==> src/rtl/spike_rate_decoder.sv <==
// Receive-side spike train decoder: per-window spike count (rate code) and
// most recent inter-spike interval (temporal code) behind a valid/ready handshake.
module spike_rate_decoder #(
    parameter int WIN_LOG2 = 6,
    parameter int CNT_W    = 8,
    parameter int ISI_W    = 8
) (
    input  logic             clk,
    input  logic             rst_n,
    input  logic             ena,
    input  logic             spike_in,
    input  logic             out_ready,
    output logic             out_valid,
    output logic [CNT_W-1:0] rate_out,
    output logic [ISI_W-1:0] isi_out,
    output logic             overrun
);

    localparam logic [WIN_LOG2-1:0] WIN_ONE = WIN_LOG2'(1);
    localparam logic [CNT_W-1:0]    CNT_ONE = CNT_W'(1);
    localparam logic [ISI_W-1:0]    ISI_ONE = ISI_W'(1);

    logic [WIN_LOG2-1:0] win_cnt;
    logic [CNT_W-1:0]    spike_cnt;
    logic [CNT_W-1:0]    win_total;
    logic [ISI_W-1:0]    isi_cnt;
    logic [ISI_W-1:0]    isi_last;
    logic [ISI_W-1:0]    isi_sat_inc;
    logic [ISI_W-1:0]    isi_last_nxt;
    logic                seen_spike;
    logic                spike_en;
    logic                close;
    logic                transfer;
    logic                load;

    // Window total and ISI include the current cycle's spike so the close-cycle
    // spike is attributed to the closing window.
    always_comb begin
        spike_en     = ena & spike_in;
        close        = ena & (win_cnt == '1);
        transfer     = out_valid & out_ready;
        load         = close & (~out_valid | out_ready);

        win_total = spike_cnt;
        if (spike_en && (spike_cnt != '1)) begin
            win_total = spike_cnt + CNT_ONE;
        end

        isi_sat_inc = isi_cnt;
        if (isi_cnt != '1) begin
            isi_sat_inc = isi_cnt + ISI_ONE;
        end

        isi_last_nxt = isi_last;
        if (spike_en && seen_spike) begin
            isi_last_nxt = isi_sat_inc;
        end
    end

    always_ff @(posedge clk) begin
        if (!rst_n) begin
            win_cnt    <= '0;
            spike_cnt  <= '0;
            isi_cnt    <= '0;
            isi_last   <= '0;
            seen_spike <= 1'b0;
            rate_out   <= '0;
            isi_out    <= '0;
            out_valid  <= 1'b0;
            overrun    <= 1'b0;
        end else begin
            if (ena) begin
                win_cnt   <= win_cnt + WIN_ONE;
                spike_cnt <= close ? '0 : win_total;
                isi_last  <= isi_last_nxt;
                if (spike_in) begin
                    isi_cnt    <= '0;
                    seen_spike <= 1'b1;
                end else begin
                    isi_cnt <= isi_sat_inc;
                end
            end

            // A close with a held, unconsumed result drops the new one.
            if (load) begin
                rate_out  <= win_total;
                isi_out   <= isi_last_nxt;
                out_valid <= 1'b1;
            end else begin
                if (close) begin
                    overrun <= 1'b1;
                end
                if (transfer) begin
                    out_valid <= 1'b0;
                end
            end
        end
    end

endmodule

==> config.mk <==
export PLATFORM = sky130hd
export DESIGN_NAME = spike_rate_decoder
export DESIGN_NICKNAME = d
export VERILOG_FILES = /design/src/rtl/spike_rate_decoder.sv
export SDC_FILE = /design/constraint.sdc
export NUM_CORES = 1
export LEC_CHECK = 0
export BUFFER_PORTS_ARGS = -buffer_cell sky130_fd_sc_hd__buf_2
export CAP_MARGIN = 25
export CELL_PAD_IN_SITES_DETAIL_PLACEMENT = 1
export CELL_PAD_IN_SITES_GLOBAL_PLACEMENT = 1
export CORE_MARGIN = 5
export CORE_UTILIZATION = 35
export DETAILED_ROUTE_END_ITERATION = 12
export PLACE_DENSITY = 0.74
export SYNTH_ARGS = -nofsm -noshare
export SYNTH_HDL_FRONTEND = slang
export SYNTH_SLANG_ARGS = --single-unit
==> constraint.sdc <==
create_clock -name clk -period 1.6 [get_ports clk]
set_input_delay 0 -clock clk [delete_from_list [all_inputs] [get_ports clk]]
set_output_delay 0 -clock clk [all_outputs]
set_load 0.03 [all_outputs]
==> results of run 1 <==
[routing by layer]
layer  up-vias  routed length, µm  GRT usage (%)  part of all wire [%]
li1        964                  -              -                     -
met1       921               2730           20.2                    50
met2        30               2550           23.0                    46
met3         2                207           3.35                   3.8
met4         0                  9           3.30                  0.16
met5         -                  0              0                     0
[state kept, by name (all words and copies together) (netlist names)]
signal,flops
isi_cnt,8
isi_last,8
win_cnt,6
out_valid,1
seen_spike,1
overrun,1
rate_out,8
spike_cnt,8
isi_out,8
[layout make-up]
class	instances	area, µm²
Multi-Input combinational cell	177	1140
Clock buffer	5	68.8
Fill cell	739	3360
Sequential cell	49	995
Inverter	4	15.0
Timing Repair Buffer	43	280
Clock inverter	1	5.00
Tap cell	75	93.8
[synthesized netlist by cell type (3+ instances only)]
| library cell | number | share of area [%] |
|---|---|---|
| nor3_1 | 6 | 1.4 |
| and3_1 | 5 | 1.4 |
| a21boi_1 | 3 | 1.0 |
| o22ai_1 | 5 | 1.4 |
| a31oi_1 | 7 | 2.0 |
| buf_6 | 3 | 1.6 |
| ha_1 | 3 | 1.7 |
| inv_1 | 4 | 0.69 |
| clkbuf_1 | 5 | 0.87 |
| nor2_1 | 22 | 3.8 |
| nand3_1 | 11 | 2.5 |
| dfxtp_1 | 49 | 45 |
| a21boi_0 | 4 | 1.4 |
| o21a_1 | 4 | 1.4 |
| and4_1 | 5 | 2.0 |
| or3_1 | 3 | 0.87 |
| nand2_1 | 24 | 4.2 |
| o32ai_1 | 3 | 1.2 |
| buf_2 | 5 | 1.2 |
| a21oi_1 | 10 | 2.3 |
| a211oi_1 | 3 | 1.0 |
| o211ai_1 | 4 | 1.4 |
| nand4_1 | 5 | 1.4 |
| xor2_1 | 6 | 2.4 |
| o21ai_0 | 20 | 4.6 |
| mux2i_1 | 4 | 1.8 |
[metrics by stage]
| step | TNS (ns) | hold slack [ns] | setup slack [ns] | std cells |
|---|---|---|---|---|
| finish | 0 | 0.0334 | 0.0507 | 354 |
| floorplan | 0 | 0.152 | 0.00454 | 246 |
| CTS | 0 | 0.0304 | 0.0111 | 350 |
| detailed placement | -0.00227 | 0.343 | -0.00227 | 344 |
| global route | -0.0439 | 0.0641 | -0.0255 | 354 |
| global placement | 0 | 0.335 | 0.0700 | 344 |
[power by group through the flow]
stage | logic (mW) | registers [mW] | clock network (mW)
after floorplan | 0.0723 | 1.27 | 0
final | 0.126 | 1.25 | 0.659
after CTS | 0.122 | 1.25 | 0.695
after global placement | 0.120 | 1.27 | 0
after global routing | 0.142 | 1.25 | 0.751
after detailed placement | 0.122 | 1.28 | 0
[logic make-up (layout without fill, tap and decap cells)]
group | count (synthesis) | in the layout
simple gates | 91 | 91
compound gates | 72 | 72
flops | 49 | 49
buf+inv | 20 | 53
xor+xnor | 7 | 7
mux | 4 | 4
fa+ha+maj | 3 | 3
[worst max-delay path, cell delays in order, from the launching register on]
cell and delay (ns):
dfxtp_4 0.38, ha_4 0.18, and3_4 0.20, or4b_4 0.49
o211ai_2 0.10, a31oi_1 0.09
[path summary, 6_finish.rpt]
| kind | depth (start not counted) | endpoint | slack [ns] |
|---|---|---|---|
| worst min-delay path | 4 | out_valid | 0.03 |
| worst max-delay path | 5 | isi_out[7] | 0.05 |
| worst max register to register | 5 | isi_out[7] | 0.05 |
| worst min register to register | 2 | isi_last[7] | 0.47 |
[timing repair]
item                                    in CTS  in global routing
setup buffers                                0                  4
cloned                                       0                  0
endpoints found under the setup margin       1                 20
pin swaps                                    0                  4
resized for setup                            2                 14
==> metrics.csv, run 1 <==
stage,metric,value,unit
global_route,initial antenna violation count,0,
layout,Layout Utilization,43.6,%
die,die extent in x,88.7,µm
synthesis,main combinational cell family by area after synthesis,compound AO/OA/AOI/OAI gates,
flow_run,maxcap violations,0,
synthesis,sequential area share after synthesis,45.3,%
synthesis,Most used DFF post-synth,dfxtp_1,
power,Sw Share,22.6,%
critical_path,Reg-to-Reg Start,isi_cnt[0],
timing,Setup-failing EPs final,0,
hold_path,Worst Hold Class,input pin to flop,
timing,RSZ-0062 raised after global routing,yes,
timing,Final Cycle Share,96.8,%
critical_path,peak fanout along the critical path,8,
detailed_routing,DRC violations left,0,
layout,"commonest non-fill, non-tap cell in the layout",dfxtp_1,
synthesis,Syn Inst Count,246,
place,port bufs,22,
clock_network,CTS tree,built,
global_route,first-pass GRT wire length,9010,µm
place,placed cell areas,2440,µm²
global_route,total track usage,14.5,%
place,HPWL after DPL,3910,µm
timing,worst rel slew slack,73.8,%
clock_network,"Hold-fix buffers, CTS",0,
clock_network,total CTS buffers,5,
die,FP Rows,28,
critical_path,launch point of the worst path,isi_cnt[0],
die,die area,7860,µm²
synthesis,Synth Area in Adders,1.73,%
clock_network,Skew-Pair Late Insertion Delay,0.29,ns
layout,post-route cell area,2590,µm²
synthesis,mapped cell area,2170,µm²
global_route,gr ovfl total,0,
synthesis,Syn Area/Cell,8.80,µm²
timing,Setup Skew,0.00883,ns
critical_path,arrival time at the worst endpoint,1.73,ns
power,VDD IR max,0.432,mV
power,Sequential Power Share,61.4,%
synthesis,Simple-Gate Fraction of Synth Area,21.5,%
synthesis,synth unique cells,44,
detailed_routing,Initial DRC Count,137,
die,num ports,23,
clock_network,"CTS clk-pin slew, worst paths",0.08,ns
power,Power per Cell Area,783,nW/µm²
outcome,outcome,"finished, final reports clean",
die,Core Footprint,5960,µm²
global_route,vias in the first global route,1891,
place,Placer Congestion,0.803,
critical_path,crit path launch type,flop,
clock_network,Clock Path Buffers,2,
die,Chip Height,88.7,µm
power,cell-internal power,1.57,mW
clock_network,Clock Tree Root,clkbuf_8,
timing,worst-margin pin slew,0.393,ns
detailed_routing,drt total wl,5490,µm
synthesis,Mapped Nets,254,
detailed_routing,routed via count,1917,
power,Psw,459,µW
layout,layout cell share with drive strength beyond 1,26.5,%
die,Initial Util,36.4,%
power,combinational share of power,6.2,%
synthesis,xor/xnor share of the synthesized area,2.83,%
timing,final worst path period need,1.55,ns
timing,Final Hold Viols,0,
layout,area grow syn2layout,19.8,%
detailed_routing,post-route ant nets,0,
critical_path,Setup crit end kind,flop,
critical_path,kind of critical path,flop to flop,
synthesis,Post-synth EDFFs,0,
power,Total Power,2.03,mW
detailed_routing,Vias per Instance,5.42,
layout,ANT cells,0,
layout,most frequent cells in the layout,"42 x dfxtp_1, 23 x nand2_1, 22 x nor2_1, 22 x buf_2, 20 x buf_4",
synthesis,synthesis-stage register bit count,49,
timing,fmax,645,MHz
timing,max-slew violation count,0,
critical_path,critical path required time,1.78,ns
power,Clk pwr share,32.4,%
synthesis,Async SR Flop Fraction,0,%
layout,Final nets,288,
power,LEAKAGE,1.00,nW
hold_path,Hold Path Origin,out_ready,
synthesis,Yosys warning total,0,
global_route,largest net degree at the start of global routing,33,
synthesis,Compound-Gate Fraction of Synth Area,21.8,%
clock_network,CTS sink cnt,49,
synthesis,post-synthesis mux area share,1.85,%
detailed_routing,DRT Pass-1 Iters,4,
clock_network,H-tree depth,2,
detailed_routing,Avg WL per Cell,15.5,µm
No activity file was read; power rests on OpenSTA's default activity.
==> inputs of run 2 (changes only) <==
==> constraint.sdc (replaced) <==
create_clock -name clk -period 1.4 [get_ports clk]
set_input_delay 0 -clock clk [delete_from_list [all_inputs] [get_ports clk]]
set_output_delay 0 -clock clk [all_outputs]
set_load 0.03 [all_outputs]
==> run 2 against run 1 <==
The flow now finishes with violations (negative setup slack). Worst setup slack got worse by 0.24 ns. First-iteration DRC count down 23%. Sequential power up 14%. Cell area grew 23%. Sequential share of layout area down 6.8 points.
==> metrics.csv, run 2 (same netlist as run 1, synthesis figures left out) <==
stage,metric,value,unit,change
detailed_routing,post-route ant nets,0,,unchanged
layout,"commonest non-fill, non-tap cell in the layout",buf_4,,was dfxtp_1
clock_network,Skew-Pair Late Insertion Delay,0.31,ns,was 0.29 ns
place,placed cell areas,2680,µm²,was 2440 µm²
clock_network,CTS tree,built,,unchanged
place,HPWL after DPL,4350,µm,was 3910 µm
global_route,largest net degree at the start of global routing,20,,was 33
layout,Final nets,326,,was 288
timing,Final Hold Viols,0,,unchanged
layout,layout cell share with drive strength beyond 1,48.0,%,was 26.5%
timing,worst rel slew slack,65.7,%,was 73.8%
place,"worst slack, placed",-0.135,ns,was -0.00227 ns
layout,post-route cell area,3190,µm²,was 2590 µm²
critical_path,crit path launch type,flop,,unchanged
critical_path,peak fanout along the critical path,3,,was 8
detailed_routing,Avg WL per Cell,17.6,µm,was 15.5 µm
global_route,total track usage,17.3,%,was 14.5%
clock_network,"Hold-fix buffers, CTS",0,,unchanged
die,die area,7860,µm²,unchanged
global_route,gr ovfl total,0,,unchanged
critical_path,Setup crit end,rate_out[2],,was isi_out[7]
die,Core Footprint,5960,µm²,unchanged
timing,PnR worst setup slack,-0.194,ns,was 0.0507 ns
detailed_routing,DRT Pass-1 Iters,4,,unchanged
hold_path,Worst Hold Class,input pin to flop,,unchanged
place,Placer Congestion,0.857,,was 0.803
power,LEAKAGE,1.27,nW,was 1.00 nW
global_route,initial antenna violation count,0,,unchanged
die,num ports,23,,unchanged
clock_network,Clock Tree Root,clkbuf_8,,unchanged
critical_path,arrival time at the worst endpoint,1.80,ns,was 1.73 ns
global_route,first-pass GRT wire length,10700,µm,was 9010 µm
timing,Final Cycle Share,114,%,was 96.8%
layout,Layout Utilization,53.6,%,was 43.6%
critical_path,"CP delay by family, top",flip-flops,,was simple AND/OR/NAND/NOR gates
detailed_routing,drt total wl,6950,µm,was 5490 µm
die,FP Rows,28,,unchanged
clock_network,"CTS clk-pin slew, worst paths",0.09,ns,was 0.08 ns
detailed_routing,Vias per Instance,5.36,,was 5.42
outcome,outcome,finished with violations,,"was finished, final reports clean"
die,die extent in x,88.7,µm,unchanged
layout,most frequent cells in the layout,"49 x buf_4, 36 x dfxtp_1, 23 x buf_2",,"was 42 x dfxtp_1, 23 x nand2_1, 22 x nor2_1, 22 x buf_2, 20 x buf_4"
timing,final worst path period need,1.59,ns,was 1.55 ns
critical_path,cell chain of the critical path,ha_4 -> nand4_1 -> buf_4 -> o211ai_1 -> xor2_1 -> a21oi_1,,was ha_4 -> and3_4 -> or4b_4 -> o211ai_2 -> a31oi_1
layout,area grow syn2layout,47.5,%,was 19.8%
critical_path,WP depth,6,,was 5
global_route,vias in the first global route,2174,,was 1891
die,Initial Util,36.4,%,unchanged
detailed_routing,routed via count,2113,,was 1917
critical_path,critical path required time,1.60,ns,was 1.78 ns
critical_path,Worst path slowest cell,dfxtp_2,,was or4b_4
power,VDD IR max,0.391,mV,was 0.432 mV
power,Power per Cell Area,847,nW/µm²,was 783 nW/µm²
detailed_routing,Initial DRC Count,106,,was 137
timing,max-slew violation count,0,,unchanged
critical_path,r2r endpoint,rate_out[2],,was isi_out[7]
clock_network,H-tree depth,2,,unchanged
critical_path,CP bufs+invs,1,,was 0
critical_path,Reg2Reg Depth,6,,was 5
clock_network,total CTS buffers,5,,unchanged
timing,Setup Skew,0.00696,ns,was 0.00883 ns
critical_path,Setup crit end kind,flop,,unchanged
layout,ANT cells,0,,unchanged
timing,RSZ-0062 raised after global routing,yes,,unchanged
outcome,failing checks,negative setup slack,,
critical_path,kind of critical path,flop to flop,,unchanged
place,port bufs,22,,unchanged
critical_path,launch point of the worst path,spike_cnt[0],,was isi_cnt[0]
timing,fmax,627,MHz,was 645 MHz
critical_path,Reg-to-Reg Start,spike_cnt[0],,was isi_cnt[0]
clock_network,Clock Path Buffers,2,,unchanged
die,Chip Height,88.7,µm,unchanged
critical_path,Slowest Stage Delay on Critical Path,0.36,ns,was 0.49 ns
flow_run,maxcap violations,0,,unchanged
timing,Setup-failing EPs final,21,,was 0
clock_network,CTS sink cnt,49,,unchanged
timing,worst-margin pin slew,0.514,ns,was 0.393 ns
critical_path,flop2flop setup slack,-0.19,ns,was 0.05 ns
detailed_routing,DRC violations left,0,,unchanged
## run 2: cell count changes in the layout (fill, tap and decap cells not counted), moves of 3 or more
cell | before | now
dfxtp_2 | 5 | 9
o21ai_0 | 18 | 12
buf_4 | 20 | 49
o21ai_1 | 2 | 6
a211oi_1 | 3 | 0
buf_6 | 0 | 7
nand2_1 | 23 | 20
nand3_1 | 10 | 4
nand3_4 | 0 | 3
dfxtp_1 | 42 | 36
nand3_2 | 1 | 4
## run 2: through the flow
| step | hold slack [ns] | TNS, ns | instances | total power [mW] |
|---|---|---|---|---|
| 4_1_cts | 0.0210 | -0.495 | 385 | 2.71 |
| 6_report | 0.0274 | -1.53 | 394 | 2.70 |
| 3_5_place_dp | 0.355 | -0.970 | 372 | 1.62 |
| 3_3_place_gp | 0.336 | -0.279 | 372 | 1.61 |
| 2_1_floorplan | 0.152 | -0.688 | 246 | 1.54 |
| 5_1_grt | 0.0560 | -3.55 | 394 | 2.81 |
## run 2: worst min path at each step
stage / start / to / slack [ns] / depth (start not counted)
after floorplan: rst_n / isi_cnt[0] / 0.15 / 2
after global placement: out_ready / out_valid / 0.34 / 4
after detailed placement: out_ready / out_valid / 0.36 / 4
after CTS: out_ready / out_valid / 0.02 / 4
after global routing: out_ready / out_valid / 0.06 / 4
final: out_ready / out_valid / 0.03 / 4
## run 2: worst reg2reg max path, cell delays in order (launching register included)
cell and delay (ns):
dfxtp_2 0.36, ha_4 0.14, nand4_1 0.17, buf_4 0.22, o211ai_1 0.22, xor2_1 0.27, a21oi_1 0.10
## run 2: area by class of cell
| type | count | area, µm² |
|---|---|---|
| fill | 693 | 2760 |
| multi-input combinational | 177 | 1350 |
| sequential | 49 | 1010 |
| timing repair buffer | 81 | 607 |
| tap | 75 | 93.8 |
| clock buffer | 6 | 82.6 |
| clock inverter | 2 | 36.3 |
| inverter | 4 | 15.0 |
## run 2: report_power, final
group	internal, mW	switching [mW]	leakage (nW)	total (mW)
logic	0.0896	0.106	0.801	0.196
clock network	0.583	0.503	0.0617	1.09
registers	1.41	0.0164	0.403	1.42
total	2.08	0.626	1.27	2.70
## run 2: metal layers
layer  up-vias  wire length, µm  global-route usage [%]
met5         -                0                       0
met4         0               92                    5.08
met3         9              214                    3.35
met2        41             3570                    30.7
met1      1028             3080                    21.1
li1       1035                -                       -
## run 2: repair_timing
| action | CTS | global route |
|---|---|---|
| buffers inserted | 5 | 7 |
| cloned | 0 | 2 |
| gates resized for setup | 21 | 52 |
| pin swaps | 17 | 27 |
| setup endpoints to repair | 27 | 36 |
